<file path="src/rtl/interleaver_ctrl_pkg.sv">
// Shared tx definitions: 802.11a RATE codes, per-modulation coded bits per symbol,
// the interleaver sequencer state encoding and the RATE -> NCBPS decode used by interleaver and mapper.
package interleaver_ctrl_pkg;

   localparam logic [3:0] RATE_6M  = 4'b1101;
   localparam logic [3:0] RATE_9M  = 4'b1111;
   localparam logic [3:0] RATE_12M = 4'b0101;
   localparam logic [3:0] RATE_18M = 4'b0111;
   localparam logic [3:0] RATE_24M = 4'b1001;
   localparam logic [3:0] RATE_36M = 4'b1011;
   localparam logic [3:0] RATE_48M = 4'b0001;
   localparam logic [3:0] RATE_54M = 4'b0011;

   localparam int NCBPS_BPSK  = 48;
   localparam int NCBPS_QPSK  = 96;
   localparam int NCBPS_16QAM = 192;
   localparam int NCBPS_64QAM = 288;
   localparam int MAX_NCBPS   = NCBPS_64QAM;
   localparam int NCBPS_W     = $clog2(MAX_NCBPS + 1);

   typedef logic [NCBPS_W-1:0] ncbps_t;

   typedef enum logic [2:0] {
      IDLE,
      FILL,
      STREAM,
      DRAIN,
      FIN
   } state_e;

   typedef struct packed {
      logic   legal;
      ncbps_t ncbps;
   } rate_dec_t;

   // Illegal codes report legal=0 with a harmless BPSK length so callers never see X.
   function automatic rate_dec_t decodeRate(input logic [3:0] rate);
      rate_dec_t r;
      r.legal = 1'b1;
      r.ncbps = ncbps_t'(NCBPS_BPSK);
      case (rate)
         RATE_6M,  RATE_9M:  r.ncbps = ncbps_t'(NCBPS_BPSK);
         RATE_12M, RATE_18M: r.ncbps = ncbps_t'(NCBPS_QPSK);
         RATE_24M, RATE_36M: r.ncbps = ncbps_t'(NCBPS_16QAM);
         RATE_48M, RATE_54M: r.ncbps = ncbps_t'(NCBPS_64QAM);
         default:            r.legal = 1'b0;
      endcase
      return r;
   endfunction

endpackage

</file>
<file path="src/rtl/interleaver_ctrl_rate_decode.sv">
// Combinational RATE field decoder (coded bits per symbol plus legality), shared with the mapper control.
module intlv_rate_decode
   import interleaver_ctrl_pkg::*;
(
   input  logic [3:0]         rate_i,
   output logic [NCBPS_W-1:0] ncbps_o,
   output logic               legal_o
);

   rate_dec_t dec;

   assign dec     = decodeRate(rate_i);
   assign ncbps_o = dec.ncbps;
   assign legal_o = dec.legal;

endmodule

</file>
<file path="src/rtl/interleaver_ctrl.sv">
// Frame sequencer for the tx interleaver: pulls coded bits, marks symbol starts, flags output valid/last.
// Optional SIGNAL-symbol prefix is enabled with `define INTLV_CTRL_SIGNAL_EN.
module interleaver_ctrl
   import interleaver_ctrl_pkg::*;
#(
   parameter int SYM_W    = 12,
   parameter int PIPE_LAT = 1
)
(
   input  logic               Clock,
   input  logic               Reset,
   input  logic               Start,
   input  logic [3:0]         Rate,
   input  logic [SYM_W-1:0]   NumSym,
   output logic               Busy,
   output logic               Done,
   output logic               RateErr,
   output logic               BitReq,
   output logic               SymStart,
   output logic [NCBPS_W-1:0] NCbps,
   output logic               OutValid,
   output logic               OutLast
);

   localparam logic [SYM_W:0] SYM_ONE = (SYM_W+1)'(1);

   state_e              state_q, state_d;
   ncbps_t              bitCnt_q, bitCnt_d;
   ncbps_t              ncbps_q, ncbps_d;
   logic [SYM_W-1:0]    symCnt_q, symCnt_d;
   logic [SYM_W-1:0]    numSym_q, numSym_d;
   logic                rateErr_q, rateErr_d;
   logic [PIPE_LAT-1:0] validPipe_q, lastPipe_q;

   ncbps_t decNcbps;
   logic   decLegal;
   ncbps_t drainLen;
   logic   accept, symEnd, lastSym, fillLast, drainEnd;
   logic   outPhase, outLastPhase;

`ifdef INTLV_CTRL_SIGNAL_EN
   ncbps_t dataNcbps_q, dataNcbps_d;
`endif

   intlv_rate_decode uRateDecode (
      .rate_i  (Rate),
      .ncbps_o (decNcbps),
      .legal_o (decLegal)
   );

   assign accept   = (state_q == IDLE) && Start && decLegal;
   assign symEnd   = (bitCnt_q == ncbps_q - ncbps_t'(1));
   assign lastSym  = (({1'b0, symCnt_q} + SYM_ONE) == {1'b0, numSym_q});
   assign drainEnd = (bitCnt_q == drainLen + ncbps_t'(PIPE_LAT - 1));

   // With a SIGNAL prefix the output side trails the write side by one 48-bit symbol.
`ifdef INTLV_CTRL_SIGNAL_EN
   assign fillLast = (numSym_q == '0);
   assign drainLen = ncbps_t'(NCBPS_BPSK);
`else
   assign fillLast = lastSym;
   assign drainLen = ncbps_q;
`endif

   always_ff @(posedge Clock) begin
      if (Reset) begin
         state_q <= IDLE;
      end else begin
         state_q <= state_d;
      end
   end

   always_comb begin
      state_d = state_q;
      case (state_q)
         IDLE: begin
            if (accept) begin
`ifdef INTLV_CTRL_SIGNAL_EN
               state_d = FILL;
`else
               state_d = (NumSym == '0) ? FIN : FILL;
`endif
            end
         end
         FILL:    if (symEnd) state_d = fillLast ? DRAIN : STREAM;
         STREAM:  if (symEnd && lastSym) state_d = DRAIN;
         DRAIN:   if (drainEnd) state_d = FIN;
         FIN:     state_d = IDLE;
         default: state_d = IDLE;
      endcase
   end

   // Counters restart on every symbol; DRAIN counts through the output tail plus pipeline latency.
   always_comb begin
      bitCnt_d  = '0;
      symCnt_d  = symCnt_q;
      ncbps_d   = ncbps_q;
      numSym_d  = numSym_q;
      rateErr_d = (state_q == IDLE) && Start && !decLegal;
`ifdef INTLV_CTRL_SIGNAL_EN
      dataNcbps_d = dataNcbps_q;
`endif
      case (state_q)
         IDLE: begin
            symCnt_d = '0;
            if (state_d == FILL) begin
               numSym_d = NumSym;
`ifdef INTLV_CTRL_SIGNAL_EN
               ncbps_d     = ncbps_t'(NCBPS_BPSK);
               dataNcbps_d = decNcbps;
`else
               ncbps_d = decNcbps;
`endif
            end
         end
         FILL: begin
            bitCnt_d = symEnd ? '0 : bitCnt_q + ncbps_t'(1);
            if (symEnd) begin
`ifdef INTLV_CTRL_SIGNAL_EN
               ncbps_d = dataNcbps_q;
`else
               symCnt_d = symCnt_q + SYM_W'(1);
`endif
            end
         end
         STREAM: begin
            bitCnt_d = symEnd ? '0 : bitCnt_q + ncbps_t'(1);
            if (symEnd) symCnt_d = symCnt_q + SYM_W'(1);
         end
         DRAIN:   bitCnt_d = bitCnt_q + ncbps_t'(1);
         default: bitCnt_d = '0;
      endcase
   end

   always_ff @(posedge Clock) begin
      if (Reset) begin
         bitCnt_q    <= '0;
         symCnt_q    <= '0;
         numSym_q    <= '0;
         ncbps_q     <= ncbps_t'(NCBPS_BPSK);
         rateErr_q   <= 1'b0;
         validPipe_q <= '0;
         lastPipe_q  <= '0;
`ifdef INTLV_CTRL_SIGNAL_EN
         dataNcbps_q <= ncbps_t'(NCBPS_BPSK);
`endif
      end else begin
         bitCnt_q      <= bitCnt_d;
         symCnt_q      <= symCnt_d;
         numSym_q      <= numSym_d;
         ncbps_q       <= ncbps_d;
         rateErr_q     <= rateErr_d;
         validPipe_q[0] <= outPhase;
         lastPipe_q[0]  <= outLastPhase;
         for (int i = 1; i < PIPE_LAT; i++) begin
            validPipe_q[i] <= validPipe_q[i-1];
            lastPipe_q[i]  <= lastPipe_q[i-1];
         end
`ifdef INTLV_CTRL_SIGNAL_EN
         dataNcbps_q <= dataNcbps_d;
`endif
      end
   end

   always_comb begin
      Busy         = (state_q != IDLE);
      Done         = (state_q == FIN);
      BitReq       = (state_q == FILL) || (state_q == STREAM);
      SymStart     = BitReq && (bitCnt_q == '0);
      outPhase     = (state_q == STREAM) || ((state_q == DRAIN) && (bitCnt_q < drainLen));
      outLastPhase = (state_q == DRAIN) && (bitCnt_q == drainLen - ncbps_t'(1));
      RateErr      = rateErr_q;
      NCbps        = ncbps_q;
      OutValid     = validPipe_q[PIPE_LAT-1];
      OutLast      = lastPipe_q[PIPE_LAT-1];
   end

endmodule
</file>
<file path="config.mk">
export PLATFORM = sky130hd
export DESIGN_NAME = interleaver_ctrl
export DESIGN_NICKNAME = d
export VERILOG_FILES = /design/src/rtl/interleaver_ctrl_pkg.sv /design/src/rtl/interleaver_ctrl_rate_decode.sv /design/src/rtl/interleaver_ctrl.sv
export SDC_FILE = /design/constraint.sdc
export NUM_CORES = 1
export LEC_CHECK = 0
export CAP_MARGIN = 20
export CORE_ASPECT_RATIO = 2
export CORE_MARGIN = 2
export CORE_UTILIZATION = 46
export CTS_BUF_LIST = sky130_fd_sc_hd__clkbuf_4 sky130_fd_sc_hd__clkbuf_8
export CTS_CLUSTER_SIZE = 14
export DETAILED_ROUTE_END_ITERATION = 10
export PLACE_DENSITY = 0.74
export SYNTH_ARGS = -nofsm -noshare
export SYNTH_HDL_FRONTEND = slang
export SYNTH_SLANG_ARGS = --single-unit
</file>
<file path="constraint.sdc">
create_clock -name Clock -period 4.8 [get_ports Clock]
set_clock_uncertainty 0.1 [all_clocks]
set_input_delay 0.48 -clock Clock [delete_from_list [all_inputs] [get_ports Clock]]
set_output_delay 0.48 -clock Clock [all_outputs]
set_load 0.02 [all_outputs]
</file>
==> Word level (Yosys, flattened, before mapping) <==
Index checks and enable logic that the tools add are counted.
{ "word_totals": {"reg_bits": 48, "inputBits": 19, "out_inout_bits": 16, "elab_cells": 65} }
{ "classes": {"n_addsub": 4, "n_lt_le_gt_ge": 1, "eq_ne": 17, "n_mux": 13, "n_reduce_logical": 22} }
{ "ops": {"columns": ["cell", "n"], "rows": [
  ["$pmux W9 S3", 1],
  ["$pmux W12 S2", 1],
  ["$eq A9 B9 Y1", 2],
  ["$pmux W9 S2", 1],
  ["$eq A4 B4 Y1 const B", 4],
  ["$mux W3", 5],
  ["$add A12 B1 Y13 const B", 1],
  ["$eq A13 B12 Y1", 1],
  ["$add A12 B1 Y12 const B", 1],
  ["$logic_not A12 Y1", 1],
  ["$mux W12", 1],
  ["$pmux W3 S4", 1],
  ["$add A9 B1 Y9 const B", 1],
  ["$logic_not A9 Y1", 1],
  ["$lt A9 B9 Y1", 1],
  ["$mux W9", 1],
  ["$sub A9 B1 Y9 const B", 1],
  ["$eq A4 B3 Y1 const B", 2],
  ["$reduce_or A2 Y1", 4],
  ["$reduce_or A8 Y1", 1],
  ["$logic_and A1 B1 Y1", 7],
  ["$eq A3 B1 Y1 const B", 2],
  ["$eq A3 B2 Y1 const B", 2],
  ["$eq A4 B1 Y1 const B", 1],
  ["other kinds (10)", 13]
]} }

==> Longest topological paths before layout <==
{ "depth": {"word_depth": 8, "depth_mapped": 9, "ltp_nobuf": 8} }

==> Modules after synthesis <==
Synthesis repeated with hierarchy kept, for this count alone.
{ "unflattened": {"cells_unflattened": 364, "hier_area_um2": 2977.9} }
{ "by_module_without_submodules": {"columns": ["module", "n_inst", "cells_each", "area_each_um2", "seq_area_each_um2"], "rows": [
  ["interleaver_ctrl", 1, 351, 2896.5, 960.9],
  ["intlv_rate_decode", 1, 13, 81.3, 0.0]
]} }

==> Worst setup path before layout <==
No wires, ideal clock.
{ "synth_timing": {"kind": "flip-flop to flip-flop", "startpoint": "reg ncbps_q[4] (netlist: NCbps[4])", "endpoint": "reg symCnt_q[10]", "setup_ns": 0.074, "arrival_ns": 2.320, "t_required_ns": 4.626, "slack_ns": 2.306, "path_stages_with_launch": 9, "path_buffers": 1, "period_less_slack_ns": 2.494, "cell_sequence": "dfxtp_1 -> inv_1 -> ha_1 -> o21ba_1 -> a221o_1 -> a2111o_1 -> buf_6 -> or3_1 -> a31oi_1"} }
{ "synth_between": {"elab_chain_len": 4} }
{ "synth_lines": {"columns": ["item", "line_no", "source"], "rows": [
  ["start, declared", "interleaver_ctrl.sv:29", "ncbps_t ncbps_q, ncbps_d;"],
  ["start signal, assigned", "interleaver_ctrl.sv:140", "ncbps_q <= ncbps_t'(NCBPS_BPSK);"],
  ["start signal, assigned", "interleaver_ctrl.sv:151", "ncbps_q <= ncbps_d;"],
  ["$sub A9 B1 Y9", "interleaver_ctrl.sv:52", "assign symEnd = (bitCnt_q == ncbps_q - ncbps_t'(1));"],
  ["$eq A9 B9 Y1", "interleaver_ctrl.sv:52", null],
  ["$ne A2 B1 Y1 (no source line)", null, null],
  ["$reduce_and A2 Y1 (no source line)", null, null],
  ["end signal, assigned", "interleaver_ctrl.sv:149", "symCnt_q <= symCnt_d;"],
  ["end, declared", "interleaver_ctrl.sv:30", "logic [SYM_W-1:0] symCnt_q, symCnt_d;"]
]} }
Every way passes these cells.
A chain may end at the register's enable or synchronous reset.

==> Final worst setup path <==
{ "layout_timing": {"startpoint": "reg state_q[1]", "endpoint": "out BitReq"} }
{ "layout_between": {"elab_chain_len": 2, "word_cells_on_any_way": 3, "cone_classes": "eq/ne (2); reduce/logical (1)"} }
{ "layout_lines": {"columns": ["item", "line_no", "source"], "rows": [
  ["start, declared", "interleaver_ctrl.sv:27", "state_e state_q, state_d;"],
  ["start signal, assigned", "interleaver_ctrl.sv:69", "state_q <= state_d;"],
  ["$eq A3 B1 Y1 or $eq A3 B2 Y1 (tied branches)", "interleaver_ctrl.sv:168", "BitReq = (state_q == FILL) || (state_q == STREAM);"],
  ["$logic_or A1 B1 Y1 *", "interleaver_ctrl.sv:168", null],
  ["end, declared", "interleaver_ctrl.sv:18", "output logic BitReq,"]
]} }
Mark *: on every way between the ends. The rest lies on a longest branch, timed or not.

==> results list <==
- The flow ran to the end, and the final reports show no timing, DRC or antenna violations.
- Arithmetic-cell share of the synthesized area counting full adders, half adders and majority gates: 4.49%
* Clock Sinks: 44
- Fraction of the yosys area taken by sequential cells: 35.1%
- After clock tree synthesis, the clock-pin slew on the worst setup and hold paths is 90 ps.
- In this run the count of I/O pins placed on the die edge is 35.
- Post-synthesis cell count: 320
* Required @ worst endpoint: 4220 ps
* Number of flops mapped to enable cells by yosys: 0
- By area, the combinational part of the netlist is dominated by simple AND/OR/NAND/NOR gates.
- Syn. warnings: 0
* Final Wtd Congestion: 0.868
* Arrival time at the worst endpoint: 2210 ps
- Die W: 56.2 µm
- Yosys attributes the largest share of cell area to dfxtp_1 (35%), xnor2_1 (6.3%), nand2_1 (5.8%), a21oi_1 (5.6%), ha_1 (4.5%).
- For the finished layout, the period the worst path requires is 2790 ps.
- The initial utilization of the core area, before any placement, comes to 47.1%.
- The most critical setup path has its startpoint at state_q[1].
- The first global-routing pass estimated 9450 µm of wire.
* Fraction of synthesized cell area taken by the top area cell type: 35.1%
- Critical Path Sink: BitReq
- Among all cell types in the netlist, the one instantiated most often is dfxtp_1.
- Entering global routing, the biggest net connects 39 pins.
- Antenna violations before repair: 0
* Worst-path maximum fanout: 12
- The hold violation total from the final report is 0.
* Pwr/cell area: 250 nW/µm²
- Overall power: 0.721 mW
* Synthesized area per cell: 7.84 µm²
- The H-tree was split into 2 levels.
- The synthesized netlist contains 46 unique library cells.
* Clock insertion delay at the later pin of the skew report: 300 ps
- Post-cts gate resize count: 0
* Bufs on Longest Clock Path: 2
* Final WS setup: 2010 ps
- The worst register-to-register path ends at symCnt_q[7].
- Nets@finish: 369
- Setup slack on the worst reg-to-reg path comes out at 2050 ps.
- The number of global-route vias before repair came to 2137.
- Of all flip-flops after synthesis, the portion carrying an async set or reset was 0%.
* Crit share post-route: 58.1%
- After Yosys synthesis, XOR and XNOR cells account for 10.1% of the synthesized area.
- Worst Min Path Start: numSym_q[8]
- Setup_tns: 0 ps
- Before antenna repair, the detailed router went through 5 iterations.
* Leakage power of the design: 1.07 nW
- Primary FF master, synth: dfxtp_1
* Final routed wirelength across all metal layers: 5400 µm
- The first routing iteration left 104 violations.
- After detailed routing, the average wire length per cell comes to 13.4 µm.
- Final core utilization: 54.2%
* Max-cap violation count: 0
- Post-Syn Area: 2510 µm²
- The number of pins exceeding their max-slew limit in the final report came to 0.
- Global routing finished with a remaining overflow of 0.
- For this run, the top clock speed supported by timing is 359 MHz.
- Buffers added to address setup during post-CTS repair amount to 0.
* Unrepaired setup endpoints after global routing: false
* Worst Setup Path Type: reg2out
* Launch point of the worst reg-to-reg path: NCbps[4]
- Global routing used 18.9% of the available tracks across all layers.
- Peak VDD IR: 0.000161 V
- The worst setup path is captured at an output port.
- Syn-to-layout area delta: 15.1%
- Area leader, netlist: dfxtp_1
- The commonest cells after synthesis are dfxtp_1 (44), nand2_1 (39), a21oi_1 (28).
- Via density per instance: 5.61
- The number of cells on the worst reg-to-reg path is 8.
- Final hold slack: 373 ps
* Share of cells above drive strength 1: 3.80%
- Multiplexer share of the synthesized area: 0%
- Floorplan die area: 6090 µm²
- For this run, design rule violations remaining after detail routing come to 0.
- Placeable Area: 5330 µm²
- Clk Tree Root Cell: clkbuf_8
- For this design, the CTS-stage hold fixing added 0 buffers.
- Via count: 2254
* Area fraction in and, or, nand and nor cells after synthesis: 27.2%
* Class of the tightest hold or removal check: reg2reg
* Final ANT Viol Nets: 0
- Buffers inserted during clock tree synthesis total 5.
- PortBufs: 29
- Critical path launch point type: register
* Worst Max-Slew Pin Slew: 988 ps
* Slew headroom: 34.0%
- Worst slack at placement: 2110 ps
* Total half-perimeter wirelength after legalization and detailed placement: 3990 µm
* Site Rows: 38
* Number of diodes added for antenna fixing: 0
- Synthesis inferred 44 register bits.
- Setup violations remaining at the end of the flow were counted as 0.
* Count of cells along the worst hold path: 2
* Die Y: 108 µm
- Synth Area in Compound Gates: 16.2%
- TritonCTS built the clock tree.
==> cells by family (layout without fill, tap and decap cells) <==
| group | after synthesis | count (layout) |
|---|---|---|
| other | 1 | 4 |
| xor gates and xnor gates | 29 | 29 |
| and+or+nand+nor | 138 | 138 |
| buffers and inverters | 36 | 55 |
| DFF | 44 | 44 |
| adders and majority gates | 9 | 9 |
| AOI/OAI and AO/OA | 63 | 63 |
==> per-stage QoR <==
step / instances / area [µm²]
after floorplan: 323 / 2520
after global placement: 394 / 2790
after detailed placement: 394 / 2790
after CTS: 402 / 2890
after global routing: 402 / 2890
final: 402 / 2890
==> layout by cell type (no fill, tap or decap), drive strengths merged, types with 5 or more instances in the layout <==
cell and n:
clkbuf 7, and3 10, a21oi 28, nand4 5
o31ai 6, or3 6, clkdlybuf4s50 29, or4 5
ha 9, o21ai 7, dfxtp 44, a31oi 6
nand2 39, xor2 11, nor2 27, xnor2 18
nand2b 8, nand3 20, nor3 6, inv 17
==> flip-flops by register name, indices dropped and copies added, names as in the netlist <==
name and cells:
RateErr 1, NCbps 5, numSym_q 12, state_q 3, bitCnt_q 9, OutValid 1
symCnt_q 12, OutLast 1
==> critical path, stage by stage (launching register included) <==
cell	delay, ps
dfxtp_1	470
xnor2_1	90
or2_2	330
inv_1	330
clkdlybuf4s50_1	680
==> worst min-delay path by stage <==
stage,slack (ps),to
4_1_cts,380,numSym_q[8]
3_3_place_gp,340,bitCnt_q[0]
2_1_floorplan,330,bitCnt_q[0]
5_1_grt,390,numSym_q[9]
3_5_place_dp,360,bitCnt_q[0]
6_report,370,numSym_q[8]
==> where the power goes <==
group          switching [mW]  total, mW  internal, mW
Sequential            0.00778      0.380         0.372
Clock                   0.133      0.256         0.123
Combinational          0.0469     0.0846        0.0376
Total                   0.188      0.721         0.533
==> final cells by class <==
class | count | area (µm²)
multi-input combinational | 243 | 1470
fill | 515 | 2440
timing repair buffer | 30 | 298
clock inverter | 1 | 7.51
clock buffer | 7 | 90.1
inverter | 17 | 63.8
tap | 60 | 75.1
sequential | 44 | 881
==> metal layers <==
metal,track usage (%),vias to the layer above,routed length [µm]
met2,32.0,66,2580
met1,23.8,1029,2460
met5,0,-,0
met3,2.99,9,256
li1,-,1150,-
met4,7.14,0,103
(Power assumes the default switching activity.)
